===== src/rtl/array_wrport_ctrl_if.sv =====
// Write-port bundle between the array write controller and its clients:
// datapath/CPU requests, parity control, and the array write bus.
interface array_wrport_ctrl_if #(
    parameter int ADDRBIT = 9,
    parameter int WIDTH   = 32
);
    logic               init_start, init_busy, init_done;
    logic               dp_we, dp_drop;
    logic [ADDRBIT-1:0] dp_wa;
    logic [WIDTH-1:0]   dp_di;
    logic               cpu_req, cpu_ack, cpu_aerr, cpu_pardis, cpu_parclr;
    logic [ADDRBIT-1:0] cpu_wa;
    logic [WIDTH-1:0]   cpu_di;
    logic               par_err, par_int;
    logic               we;
    logic [ADDRBIT-1:0] wa;
    logic [WIDTH-1:0]   di;
    logic [1:0]         par_ctrl;

    modport master (
        output init_start, dp_we, dp_wa, dp_di, cpu_req, cpu_wa, cpu_di,
               cpu_pardis, cpu_parclr, par_err,
        input  init_busy, init_done, dp_drop, cpu_ack, cpu_aerr, par_int,
               we, wa, di, par_ctrl
    );

    modport slave (
        input  init_start, dp_we, dp_wa, dp_di, cpu_req, cpu_wa, cpu_di,
               cpu_pardis, cpu_parclr, par_err,
        output init_busy, init_done, dp_drop, cpu_ack, cpu_aerr, par_int,
               we, wa, di, par_ctrl
    );
endinterface


===== src/rtl/array_wrport_ctrl.sv =====
// Write-port controller for the parity register array: init sweep, dp/CPU
// arbitration with a one-entry dp skid and CPU starvation guard, parity control.
module array_wrport_ctrl #(
    parameter int               ADDRBIT = 9,
    parameter int               DEPTH   = 512,
    parameter int               WIDTH   = 32,
    parameter logic [WIDTH-1:0] INITVAL = '0,
    parameter int               STARVE  = 8
) (
    input  logic             clk,
    input  logic             rst,
    array_wrport_ctrl_if.slave bus
);
    localparam logic [ADDRBIT-1:0] LAST_A   = ADDRBIT'(DEPTH - 1);
    localparam logic [ADDRBIT:0]   DEPTH_W  = (ADDRBIT + 1)'(DEPTH);
    localparam int                 SW       = $clog2(STARVE + 1);
    localparam logic [SW-1:0]      STARVE_W = SW'(STARVE);

    // INIT encodes as 0 so the reset state is already the sweep start
    typedef enum logic {ST_INIT = 1'b0, ST_NORM = 1'b1} state_t;

    state_t             state, state_n;
    logic [ADDRBIT-1:0] cnt, cnt_n;
    logic               skid_vld, skid_vld_n;
    logic [ADDRBIT-1:0] skid_wa, skid_wa_n;
    logic [WIDTH-1:0]   skid_di, skid_di_n;
    logic [SW-1:0]      starve, starve_n;
    logic [2:0]         post_cnt, guard;

    logic               busy_q, done_q, drop_q, ack_q, aerr_q, int_q, we_q;
    logic [ADDRBIT-1:0] wa_q;
    logic [WIDTH-1:0]   di_q;
    logic [1:0]         pctl_q;

    logic               sel_we, done_n, ack_n, aerr_n, drop_set, grant, skid_load;
    logic [ADDRBIT-1:0] sel_wa;
    logic [WIDTH-1:0]   sel_di;
    logic               cpu_ok, cpu_oob;

    // A request still high in its ack cycle is the old one; ignore it
    assign cpu_ok  = bus.cpu_req && !ack_q;
    assign cpu_oob = {1'b0, bus.cpu_wa} >= DEPTH_W;

    always_comb begin
        state_n    = state;
        cnt_n      = cnt;
        skid_vld_n = skid_vld;
        skid_wa_n  = skid_wa;
        skid_di_n  = skid_di;
        starve_n   = starve;
        sel_we     = 1'b0;
        sel_wa     = '0;
        sel_di     = '0;
        done_n     = 1'b0;
        ack_n      = 1'b0;
        aerr_n     = 1'b0;
        drop_set   = 1'b0;
        grant      = 1'b0;
        skid_load  = 1'b0;
        case (state)
            ST_INIT: begin
                sel_we   = 1'b1;
                sel_wa   = cnt;
                sel_di   = INITVAL;
                drop_set = bus.dp_we;
                if (cnt == LAST_A) begin
                    done_n  = 1'b1;
                    cnt_n   = '0;
                    state_n = ST_NORM;
                end else begin
                    cnt_n = cnt + 1'b1;
                end
            end
            ST_NORM: begin
                if (bus.init_start) begin
                    state_n    = ST_INIT;
                    skid_vld_n = 1'b0;
                    drop_set   = skid_vld | bus.dp_we;
                end else if (skid_vld) begin
                    sel_we     = 1'b1;
                    sel_wa     = skid_wa;
                    sel_di     = skid_di;
                    skid_vld_n = 1'b0;
                    skid_load  = bus.dp_we;
                end else if (cpu_ok && starve == STARVE_W) begin
                    grant     = 1'b1;
                    skid_load = bus.dp_we;
                end else if (bus.dp_we) begin
                    sel_we = 1'b1;
                    sel_wa = bus.dp_wa;
                    sel_di = bus.dp_di;
                end else if (cpu_ok) begin
                    grant = 1'b1;
                end
            end
            default: ;
        endcase
        if (skid_load) begin
            skid_vld_n = 1'b1;
            skid_wa_n  = bus.dp_wa;
            skid_di_n  = bus.dp_di;
        end
        if (grant) begin
            ack_n    = 1'b1;
            aerr_n   = cpu_oob;
            sel_we   = !cpu_oob;
            sel_wa   = bus.cpu_wa;
            sel_di   = bus.cpu_di;
            starve_n = '0;
        end else if (cpu_ok && starve != STARVE_W) begin
            starve_n = starve + 1'b1;
        end
    end

    always_ff @(posedge clk) begin
        if (rst) begin
            state    <= ST_INIT;
            cnt      <= '0;
            skid_vld <= 1'b0;
            skid_wa  <= '0;
            skid_di  <= '0;
            starve   <= '0;
            post_cnt <= '0;
            guard    <= '0;
            busy_q   <= 1'b0;
            done_q   <= 1'b0;
            drop_q   <= 1'b0;
            ack_q    <= 1'b0;
            aerr_q   <= 1'b0;
            int_q    <= 1'b0;
            we_q     <= 1'b0;
            wa_q     <= '0;
            di_q     <= '0;
            pctl_q   <= '0;
        end else begin
            state    <= state_n;
            cnt      <= cnt_n;
            skid_vld <= skid_vld_n;
            skid_wa  <= skid_wa_n;
            skid_di  <= skid_di_n;
            starve   <= starve_n;
            busy_q   <= (state == ST_INIT);
            done_q   <= done_n;
            ack_q    <= ack_n;
            aerr_q   <= aerr_n;
            we_q     <= sel_we;
            wa_q     <= sel_wa;
            di_q     <= sel_di;
            drop_q   <= drop_set | (drop_q & ~bus.cpu_parclr);
            post_cnt <= done_n ? 3'd4 : (post_cnt != 3'd0 ? post_cnt - 3'd1 : 3'd0);
            // Guard masks the array's stale sticky par_err until its clear lands
            guard    <= (bus.cpu_parclr || done_n) ? 3'd6
                      : (guard != 3'd0 ? guard - 3'd1 : 3'd0);
            if (bus.cpu_parclr)
                int_q <= 1'b0;
            else if (bus.par_err && guard == 3'd0)
                int_q <= 1'b1;
            pctl_q[1] <= bus.cpu_pardis;
            pctl_q[0] <= bus.cpu_parclr | (state == ST_INIT) | (post_cnt != 3'd0);
        end
    end

    assign bus.init_busy = busy_q;
    assign bus.init_done = done_q;
    assign bus.dp_drop   = drop_q;
    assign bus.cpu_ack   = ack_q;
    assign bus.cpu_aerr  = aerr_q;
    assign bus.par_int   = int_q;
    assign bus.we        = we_q;
    assign bus.wa        = wa_q;
    assign bus.di        = di_q;
    assign bus.par_ctrl  = pctl_q;
endmodule


===== src/flat_wrapper.sv =====
// flat-port wrapper written by rule: the top's interface ports become plain ports
module array_wrport_ctrl_flat 
#(
    parameter int               ADDRBIT = 9,
    parameter int               DEPTH   = 512,
    parameter int               WIDTH   = 32,
    parameter logic [WIDTH-1:0] INITVAL = '0,
    parameter int               STARVE  = 8
)
  (clk, rst, bus_init_start, bus_dp_we, bus_dp_wa, bus_dp_di, bus_cpu_req, bus_cpu_wa, bus_cpu_di, bus_cpu_pardis, bus_cpu_parclr, bus_par_err, bus_init_busy, bus_init_done, bus_dp_drop, bus_cpu_ack, bus_cpu_aerr, bus_par_int, bus_we, bus_wa, bus_di, bus_par_ctrl);
  array_wrport_ctrl_if #(.ADDRBIT(ADDRBIT), .WIDTH(WIDTH)) bus_i ();
  input  logic clk;
  input  logic rst;
  input wire logic [$bits(bus_i.init_start)-1:0] bus_init_start;
  input wire logic [$bits(bus_i.dp_we)-1:0] bus_dp_we;
  input wire logic [$bits(bus_i.dp_wa)-1:0] bus_dp_wa;
  input wire logic [$bits(bus_i.dp_di)-1:0] bus_dp_di;
  input wire logic [$bits(bus_i.cpu_req)-1:0] bus_cpu_req;
  input wire logic [$bits(bus_i.cpu_wa)-1:0] bus_cpu_wa;
  input wire logic [$bits(bus_i.cpu_di)-1:0] bus_cpu_di;
  input wire logic [$bits(bus_i.cpu_pardis)-1:0] bus_cpu_pardis;
  input wire logic [$bits(bus_i.cpu_parclr)-1:0] bus_cpu_parclr;
  input wire logic [$bits(bus_i.par_err)-1:0] bus_par_err;
  output wire logic [$bits(bus_i.init_busy)-1:0] bus_init_busy;
  output wire logic [$bits(bus_i.init_done)-1:0] bus_init_done;
  output wire logic [$bits(bus_i.dp_drop)-1:0] bus_dp_drop;
  output wire logic [$bits(bus_i.cpu_ack)-1:0] bus_cpu_ack;
  output wire logic [$bits(bus_i.cpu_aerr)-1:0] bus_cpu_aerr;
  output wire logic [$bits(bus_i.par_int)-1:0] bus_par_int;
  output wire logic [$bits(bus_i.we)-1:0] bus_we;
  output wire logic [$bits(bus_i.wa)-1:0] bus_wa;
  output wire logic [$bits(bus_i.di)-1:0] bus_di;
  output wire logic [$bits(bus_i.par_ctrl)-1:0] bus_par_ctrl;
  assign bus_i.init_start = bus_init_start;
  assign bus_i.dp_we = bus_dp_we;
  assign bus_i.dp_wa = bus_dp_wa;
  assign bus_i.dp_di = bus_dp_di;
  assign bus_i.cpu_req = bus_cpu_req;
  assign bus_i.cpu_wa = bus_cpu_wa;
  assign bus_i.cpu_di = bus_cpu_di;
  assign bus_i.cpu_pardis = bus_cpu_pardis;
  assign bus_i.cpu_parclr = bus_cpu_parclr;
  assign bus_i.par_err = bus_par_err;
  assign bus_init_busy = bus_i.init_busy;
  assign bus_init_done = bus_i.init_done;
  assign bus_dp_drop = bus_i.dp_drop;
  assign bus_cpu_ack = bus_i.cpu_ack;
  assign bus_cpu_aerr = bus_i.cpu_aerr;
  assign bus_par_int = bus_i.par_int;
  assign bus_we = bus_i.we;
  assign bus_wa = bus_i.wa;
  assign bus_di = bus_i.di;
  assign bus_par_ctrl = bus_i.par_ctrl;
  array_wrport_ctrl #(.ADDRBIT(ADDRBIT), .DEPTH(DEPTH), .WIDTH(WIDTH), .INITVAL(INITVAL), .STARVE(STARVE)) u_core (.clk(clk), .rst(rst), .bus(bus_i));
endmodule

===== config.mk =====
export PLATFORM = sky130hd
export DESIGN_NAME = array_wrport_ctrl_flat
export DESIGN_NICKNAME = d
export VERILOG_FILES = /design/src/rtl/array_wrport_ctrl_if.sv /design/src/rtl/array_wrport_ctrl.sv /design/src/flat_wrapper.sv
export SDC_FILE = /design/constraint.sdc
export NUM_CORES = 1
export LEC_CHECK = 0
export ABC_AREA = 0
export CAP_MARGIN = 10
export CORE_AREA = 2 2 107 109
export DETAILED_ROUTE_END_ITERATION = 7
export DIE_AREA = 0 0 109 111
export PLACE_DENSITY = 0.8
export REMOVE_ABC_BUFFERS = 1
export SYNTH_ARGS = -nofsm -noshare
export SYNTH_HDL_FRONTEND = slang
export SYNTH_SLANG_ARGS = --single-unit

===== constraint.sdc =====
create_clock -name clk -period 5 [get_ports clk]
set_input_delay 1.25 -clock clk [delete_from_list [all_inputs] [get_ports clk]]
set_output_delay 1.25 -clock clk [all_outputs]
set_load 0.03 [all_outputs]

# Word level (Yosys, flattened, before mapping)

Cells that the tools add are included.

Word-level logic and storage cells: 91
Output and inout bits: 50
Register bits after elaboration: 111

Equal/unequal tests: 3
Add/sub/neg operators: 4
Muxes and demuxes: 42
Bitwise operators: 9
Reductions and logical operators: 14

Operators with widths:

| kind                | count |
|---|---|
| $mux 32             | 5 |
| $pmux 32 s2         | 1 |
| $mux 9              | 6 |
| $mux 1              | 22 |
| $pmux 9 s2          | 1 |
| $mux 3              | 4 |
| $add 9x1->9 const B | 1 |
| $eq 9x9->1 const B  | 1 |
| $pmux 1 s2          | 3 |
| $reduce_bool 3->1   | 2 |
| $reduce_or 3->1     | 2 |
| $sub 3x1->3 const B | 2 |
| $add 4x1->4 const B | 1 |
| $eq 4x4->1 const B  | 1 |
| $logic_and 1x1->1   | 4 |
| $ne 4x4->1 const B  | 1 |
| $not 1->1           | 4 |
| $or 1x1->1          | 4 |
| $reduce_or 2->1     | 2 |
| $logic_not 3->1     | 1 |
| $reduce_bool 2->1   | 1 |
| $and 1x1->1         | 1 |
| $logic_not 1->1     | 1 |
| $logic_or 1x1->1    | 1 |

# Logic depth before layout (Yosys ltp)

Gate-level depths: netlist of the first run.

Depth after elaboration: 9
Mapped depth: 8
Mapped depth without buffers: 8

# Worst setup path before layout of the first run

Ideal clock, no wire load.

Kind: input to register
From: in bus_cpu_req
To: reg u_core.di_q[0], in the netlist u_core.bus.di[0]
Cell stages on the path: 6
Path buffers: 2
Setup slack: 2,528 ps
Required time: 4,942 ps
Arrival: 2,414 ps
Cell sequence: nor2b_1 -> buf_2 -> a211oi_2 -> clkbuf_1 -> a22o_1 -> a22o_2

Longest elaborated chain between the ends: 8
Elaborated cells between the ends (all ways): 13
Classes of those cells: mux (11); reduce/logical (2)

RTL lines:

| element              | line                     | source |
|---|---|---|
| from (decl)          | flat_wrapper.sv:18       | `input wire logic [$bits(bus_i.cpu_req)-1:0] bus_cpu_req;` |
| $logic_and 1x1->1 *  | array_wrport_ctrl.sv:41  | `assign cpu_ok = bus.cpu_req && !ack_q;` |
| $mux 1               | array_wrport_ctrl.sv:92  | `end else if (cpu_ok) begin` |
| $mux 1               | array_wrport_ctrl.sv:88  | `end else if (bus.dp_we) begin` |
| $mux 1               | array_wrport_ctrl.sv:85  | `end else if (cpu_ok && starve == STARVE_W) begin` |
| $mux 1               | array_wrport_ctrl.sv:79  | `end else if (skid_vld) begin` |
| $mux 1               | array_wrport_ctrl.sv:75  | `if (bus.init_start) begin` |
| $mux 1               | array_wrport_ctrl.sv:60  | `case (state)` |
| $mux 32 *            | array_wrport_ctrl.sv:103 | `if (grant) begin` |
| to (signal assigned) | array_wrport_ctrl.sv:148 | `di_q <= sel_di;` |
| to (decl)            | array_wrport_ctrl.sv:32  | `logic [WIDTH-1:0] di_q;` |

Every way passes the cells marked *; elsewhere a longest branch is shown, timed or not.
A chain may end at the register's enable or synchronous reset.

# Final worst setup path of the first run

From: in bus_cpu_req
To: reg u_core.skid_di[8]

Longest elaborated chain between the ends: 6

RTL lines:

| element              | line                     | source |
|---|---|---|
| $logic_and 1x1->1    | array_wrport_ctrl.sv:41  |  |
| $logic_and 1x1->1    | array_wrport_ctrl.sv:85  |  |
| $mux 1               | array_wrport_ctrl.sv:85  |  |
| $mux 1               | array_wrport_ctrl.sv:79  |  |
| $mux 1               | array_wrport_ctrl.sv:75  |  |
| $mux 1               | array_wrport_ctrl.sv:60  |  |
| to (signal assigned) | array_wrport_ctrl.sv:140 | `skid_di <= skid_di_n;` |
| to (decl)            | array_wrport_ctrl.sv:26  | `logic [WIDTH-1:0] skid_di, skid_di_n;` |

No other way between the ends.

==> results of run 1 <==
==> state kept, by name, indices dropped and copies added, names as in the netlist, 2 cells and up <==
signal,count
u_core.skid_di,32
u_core.starve,4
u_core.guard,3
u_core.bus.di,32
u_core.post_cnt,3
u_core.skid_wa,9
u_core.bus.par_ctrl,2
u_core.cnt,9
u_core.bus.wa,9
==> cell type report <==
class / count / share of cell area (%)
Clock inverter: 5 / 1.02
Tap cell: 143 / 2.80
Sequential cell: 111 / 34.8
Clock buffer: 11 / 3.96
Timing Repair Buffer: 142 / 22.1
Inverter: 15 / 0.882
Multi-Input combinational cell: 314 / 34.4
==> stage by stage <==
step | instance area [um^2] | hold WS (ns) | util [%] | cells | setup slack (ns)
final | 6380 | 0.422 | 57.6 | 741 | 1.53
after global placement | 6070 | 0.407 | 54.8 | 725 | 1.29
after detailed placement | 6070 | 0.412 | 54.8 | 725 | 1.18
after floorplan | 4460 | 0.397 | - | 440 | 1.32
after CTS | 6380 | 0.423 | 57.6 | 741 | 1.52
after global routing | 6380 | 0.463 | 57.6 | 741 | 1.36
==> final timing paths <==
path / startpoint / to / slack, ns / cells after the start
setup / recovery: bus_cpu_req / u_core.skid_di[8]$_SDFFE_PP0P_ / 1.53 / 5
hold / removal: u_core.post_cnt[0]$_SDFF_PP0_ / u_core.post_cnt[0]$_SDFF_PP0_ / 0.42 / 1
setup reg to reg: u_core.state$_SDFF_PP0_ / u_core.bus.di[0]$_SDFF_PP0_ / 2.30 / 4
hold reg to reg: u_core.post_cnt[0]$_SDFF_PP0_ / u_core.post_cnt[0]$_SDFF_PP0_ / 0.42 / 1
==> cells by family after synthesis <==
logic type,count (synthesis),share of synthesized area (%)
compound gates,101,19.1
xor+xnor,8,1.50
fa+ha+maj,9,2.41
buf+inv,50,5.93
flops,111,47.5
mux,43,9.20
other cells,1,0.0801
simple gates,152,14.4
==> Yosys cell counts (all sizes together), types with 2 or more instances <==
cell type,instances,area [um^2]
o2bb2ai,7,61.3
nand2,95,357
a2111oi,2,55.1
or3,2,12.5
mux2i,43,430
ha,9,113
nand3,4,20.0
clkbuf,21,78.8
nor3,7,35.0
a221oi,10,87.6
xor2,4,35.0
nor2,20,75.1
nor2b,11,68.8
and2,3,18.8
nand2b,3,21.3
a211oi,3,27.5
a21oi,11,55.1
a22o,64,579
inv,15,56.3
dfxtp,111,2220
a21o,2,15.0
xnor2,4,35.0
buf,14,143
==> cells in the final DEF (no fill, tap or decap), types with 4 or more instances in the layout <==
cell,Yosys,final
a221oi_1,10,10
nor2b_1,11,11
nand3_1,4,4
buf_4,1,4
a22o_1,49,49
mux2i_1,43,43
dfxtp_1,111,110
clkbuf_16,0,9
nor3_1,7,6
o2bb2ai_1,7,7
inv_1,15,14
a22o_2,15,15
nand2_1,95,95
nor2_1,20,20
xnor2_1,4,4
ha_1,9,9
xor2_1,4,4
clkdlybuf4s50_1,0,138
a21oi_1,11,11
==> per-layer routing <==
layer | global-route usage (%) | wire (um) | vias up
met2 | 32.3 | 5500 | 110
met4 | 6.67 | 187 | 0
met3 | 3.94 | 628 | 16
li1 | - | - | 1907
met1 | 23.9 | 4840 | 1796
met5 | 0 | 0 | -
==> worst reg2reg max path, cell delays in order, from the launching register on <==
cell and delay (ns):
dfxtp_1 0.82, nand2b_2 0.26, a2111oi_4 0.49, and2_2 0.80, a22o_2 0.28
==> where the power goes <==
part / switching, uW / leakage, uW / total, uW / internal (uW)
Sequential: 6.09 / 0.000898 / 899 / 893
Clock: 323 / 0.000156 / 744 / 421
Combinational: 70.8 / 0.00142 / 166 / 95.3
Total: 400 / 0.00247 / 1810 / 1410
==> flow_metrics.env, run 1 <==
export IMPL_status="complete, no violations"
export IMPL_die_area_um2=12100
export IMPL_grt_first_pass_wirelength_mm=18.6
export IMPL_antenna_left=0
export IMPL_yosys_register_bits=111
export IMPL_synth_edff_count=0
export IMPL_fmax_ghz=0.288
export IMPL_syn_inst=475
export IMPL_power_density_nw_per_um2=283
export IMPL_finClkSkew_ns=0.0106
export IMPL_cts_tree="yes"
export IMPL_finalSetupViolCount=0
export IMPL_fp_row_count=39
export IMPL_htree_levels=3
export IMPL_post_cts_setup_buffers=0
export IMPL_die_height_um=111
export IMPL_die_x_um=109
export IMPL_synth_warnings=0
export IMPL_synth_area_um2=4680
export IMPL_dr_pass1_iters=4
export IMPL_avgSynthCellArea_um2=9.85
export IMPL_setup_tns_ns=0
export IMPL_path_class="in -> reg"
export IMPL_end_kind="register"
export IMPL_cts_num_sinks=111
export IMPL_hold_viol_final=0
export IMPL_cts_repair_resized=0
export IMPL_syn_to_final_growth_pct=36.4
export IMPL_period_share_pct=69.5
export IMPL_drc_errors=0
export IMPL_clock_latency_ns=0.34
export IMPL_io_pins=140
export IMPL_layout_area_seq_um2=2220
export IMPL_routed_via_density=5.17
export IMPL_final_fill_count=969
export IMPL_maxCapViolCount=0
export IMPL_layout_drive_gt1_share_pct=7.86
export IMPL_initial_utilization_pct=42.3
export IMPL_nNetsFinal=692
export IMPL_wl_per_cell_um=15.1
export IMPL_path_delay_family="simple AND/OR/NAND/NOR gates"
export IMPL_async_reset_ff_share_pct=0
export IMPL_antennaDiodeCount=0
export IMPL_power_uw=1810
export IMPL_multi_input_area_um2=2200
export IMPL_grt_usage_pct=19.1
export IMPL_critPathMaxStageDelay_ns=0.90
export IMPL_crit_slowest_cell="and3_2"
export IMPL_clk_pin_slew_ns=0.07
export IMPL_antenna_found_initial=0
export IMPL_ys_types=40
export IMPL_place_detailed_hpwl_mm=7.84
export IMPL_path_cells="clkdlybuf4s50_1, nor2b_1, a21o_1, and3_2, mux2i_1"
export IMPL_cp_data_arrival_time_ns=3.73
export IMPL_rsz0062_at_grt="no"
export IMPL_grt_max_degree=45
export IMPL_grt_overflow=0
export IMPL_finalMaxSlewViolations=0
export IMPL_grt_pass1_vias=3945
export IMPL_crit_required_ns=5.25
export IMPL_hp_class="reg -> reg"
export IMPL_yosysSeqAreaShare_pct=47.5
export IMPL_worst_pin_slew_ns=1.06
export IMPL_synthFlopType="dfxtp_1"
export IMPL_routed_wirelength_mm=11.2
export IMPL_numCtsBuffers=9
export IMPL_cp_start_kind="input port"
export IMPL_max_slew_margin_rel_pct=29.0
export IMPL_gp_routability_congestion=0.746
export IMPL_cts_max_path_buffers=2
export IMPL_fin_crit_ns=3.47
export IMPL_ir_drop_v=0.000191
export IMPL_core_area_um2=11100
export IMPL_hold_buffers=0
export IMPL_worst_path_max_fanout=34
export IMPL_cts_root_buf="clkbuf_16"
export IMPL_path_buf_inv=1
export IMPL_port_buffers=138
export IMPL_first_iter_violations=168
export IMPL_power_leakage_uw=0.00247
export IMPL_vias=3829
No activity file was read; power rests on OpenSTA's default activity.
==> run 2, diff against run 1 <==
--- a/config.mk
+++ b/config.mk
@@ -7,10 +7,10 @@
 export LEC_CHECK = 0
 export ABC_AREA = 0
 export CAP_MARGIN = 10
-export CORE_AREA = 2 2 107 109
+export CORE_AREA = 2 2 108 110
 export DETAILED_ROUTE_END_ITERATION = 7
-export DIE_AREA = 0 0 109 111
-export PLACE_DENSITY = 0.8
+export DIE_AREA = 0 0 110 112
+export PLACE_DENSITY = 0.82
 export REMOVE_ABC_BUFFERS = 1
 export SYNTH_ARGS = -nofsm -noshare
 export SYNTH_HDL_FRONTEND = slang
==> constraint.sdc (replaced) <==
create_clock -name clk -period 2.9 [get_ports clk]
set_input_delay 0.725 -clock clk [delete_from_list [all_inputs] [get_ports clk]]
set_output_delay 0.725 -clock clk [all_outputs]
set_load 0.03 [all_outputs]
==> run 2 against run 1 <==
  * First-iteration DRC count increased by 11%
  * Hold slack improved by 0.0086 ns
  * Highest routed layer is now met5
  * Core utilization increased by 0.057 points
  * Flip-flop and latch count unchanged
  * Worst setup slack got worse by 1.1 ns
  * Via count increased by 5.0%
  * Power increased by 67%
  * Clock-buffer cell count increased by 1
  * Sequential share of layout area decreased by 0.34 points
  * Clock power increased by 57%
  * Critical path depth increased by 1
  * Largest power group unchanged
==> flow_metrics.env, run 2 (synthesis results as in run 1) <==
export IMPL_cts_num_sinks=111
export IMPL_clk_pin_slew_ns=0.07
export IMPL_final_fill_count=970
export IMPL_post_cts_setup_buffers=0
export IMPL_path_class="in -> reg"
export IMPL_cp_start_kind="input port"
export IMPL_routed_wl_met3_um=697
export IMPL_fmax_ghz=0.404
export IMPL_final_cell_mix="clkdlybuf4s50_1, dfxtp_1, nand2_1"
export IMPL_port_buffers=138
export IMPL_cp_data_arrival_time_ns=2.76
export IMPL_antennaDiodeCount=0
export IMPL_finalSetupViolCount=0
export IMPL_finalMaxSlewViolations=0
export IMPL_maxCapViolCount=0
export IMPL_grt_overflow=0
export IMPL_ir_drop_v=0.000250
export IMPL_grt_max_degree=45
export IMPL_drc_errors=0
export IMPL_die_area_um2=12300
export IMPL_power_leakage_uw=0.00250
export IMPL_cts_max_path_buffers=2
export IMPL_initial_utilization_pct=41.9
export IMPL_core_area_um2=11200
export IMPL_die_height_um=112
export IMPL_first_iter_violations=186
export IMPL_place_detailed_hpwl_mm=8.46
export IMPL_htree_levels=3
export IMPL_dr_pass1_iters=5
export IMPL_cts_root_buf="clkbuf_16"
export IMPL_syn_to_final_growth_pct=37.7
export IMPL_fin_crit_ns=2.47
export IMPL_routed_wl_met2_mm=5.84
export IMPL_hold_viol_final=0
export IMPL_hp_class="reg -> reg"
export IMPL_end_kind="register"
export IMPL_io_pins=140
export IMPL_grt_pass1_vias=4081
export IMPL_status="complete, no violations"
export IMPL_final_common_cell="clkdlybuf4s50_1"
export IMPL_hold_buffers=0
export IMPL_worst_path_max_fanout=19
export IMPL_finClkSkew_ns=0.00949
export IMPL_grt_usage_pct=19.6
export IMPL_hold_ws_ns=0.431
export IMPL_wl_per_cell_um=15.7
export IMPL_clock_latency_ns=0.35
export IMPL_die_x_um=110
export IMPL_setup_tns_ns=0
export IMPL_layout_drive_gt1_share_pct=9.34
export IMPL_gp_routability_congestion=0.777
export IMPL_crit_required_ns=3.19
export IMPL_final_util_pct=57.7
export IMPL_drt_met1_wl_mm=4.98
export IMPL_numCtsBuffers=9
export IMPL_routed_via_density=5.34
export IMPL_routed_wirelength_mm=11.8
export IMPL_antenna_left=0
export IMPL_cts_tree="yes"
export IMPL_power_uw=3020
export IMPL_worst_pin_slew_ns=0.911
export IMPL_rsz0062_at_grt="no"
export IMPL_max_slew_margin_rel_pct=39.1
export IMPL_nNetsFinal=704
export IMPL_fp_row_count=39
export IMPL_vias=4021
export IMPL_antenna_found_initial=1
export IMPL_period_share_pct=85.3
export IMPL_grt_first_pass_wirelength_mm=19.0
export IMPL_power_density_nw_per_um2=468
export IMPL_highest_layer="met5"
export IMPL_cts_repair_resized=0
run 2: cell types whose count changed in the layout (fill, tap and decap cells not counted):
cell and delta:
bufinv_16 -1, clkinvlp_4 +3, clkinv_4 -2, buf_4 +11, clkbuf_1 +2, buf_12 +1, clkbuf_8 -1, inv_6 -1
run 2: path summary, 6_finish.rpt:
kind	start	end	slack, ns	depth (start not counted)
worst max register to register	u_core.starve[0]$_SDFFE_PP0P_	u_core.bus.di[14]$_SDFF_PP0_	0.45	7
worst min-delay path	u_core.post_cnt[0]$_SDFF_PP0_	u_core.post_cnt[0]$_SDFF_PP0_	0.43	1
worst min register to register	u_core.post_cnt[0]$_SDFF_PP0_	u_core.post_cnt[0]$_SDFF_PP0_	0.43	1
worst max-delay path	bus_cpu_req	u_core.bus.di[14]$_SDFF_PP0_	0.43	6
run 2: through the flow:
step           area [um^2]  instances  worst slack, ns
2_1_floorplan         4460        440           -0.329
3_3_place_gp          6170        737            0.159
3_5_place_dp          6170        737            0.111
4_1_cts               6450        753            0.473
5_1_grt               6450        753            0.271
6_report              6450        753            0.426
run 2: report_power, final:
group,total [uW],leakage (uW),internal [uW],switching [uW]
clock network,1170,0.000125,609,563
logic,292,0.00148,169,124
registers,1550,0.000898,1540,11.8
run 2: area by class of cell:
class                   count  area, um^2  share of cell area [%]
clock inverters             4        31.3                   0.485
multi-input cells         314        2200                    34.1
repair buffers            154        1510                    23.5
well taps                 143         179                    2.78
inverters                  15        56.3                   0.873
clock buffers              12         246                    3.82
flip-flops and latches    111        2220                    34.5
run 2: layer usage:
layer | vias up | track usage (%)
met5 | - | 0
met4 | 2 | 9.37
met3 | 24 | 3.63
met2 | 145 | 32.7
met1 | 1935 | 24.0
li1 | 1915 | -
run 2: worst max-delay path, cell delays in order:
cell	delay (ns)
clkdlybuf4s50_1	0.44
nor2b_1	0.18
a211oi_4	0.79
buf_4	0.34
a22o_1	0.15
a22o_1	0.12
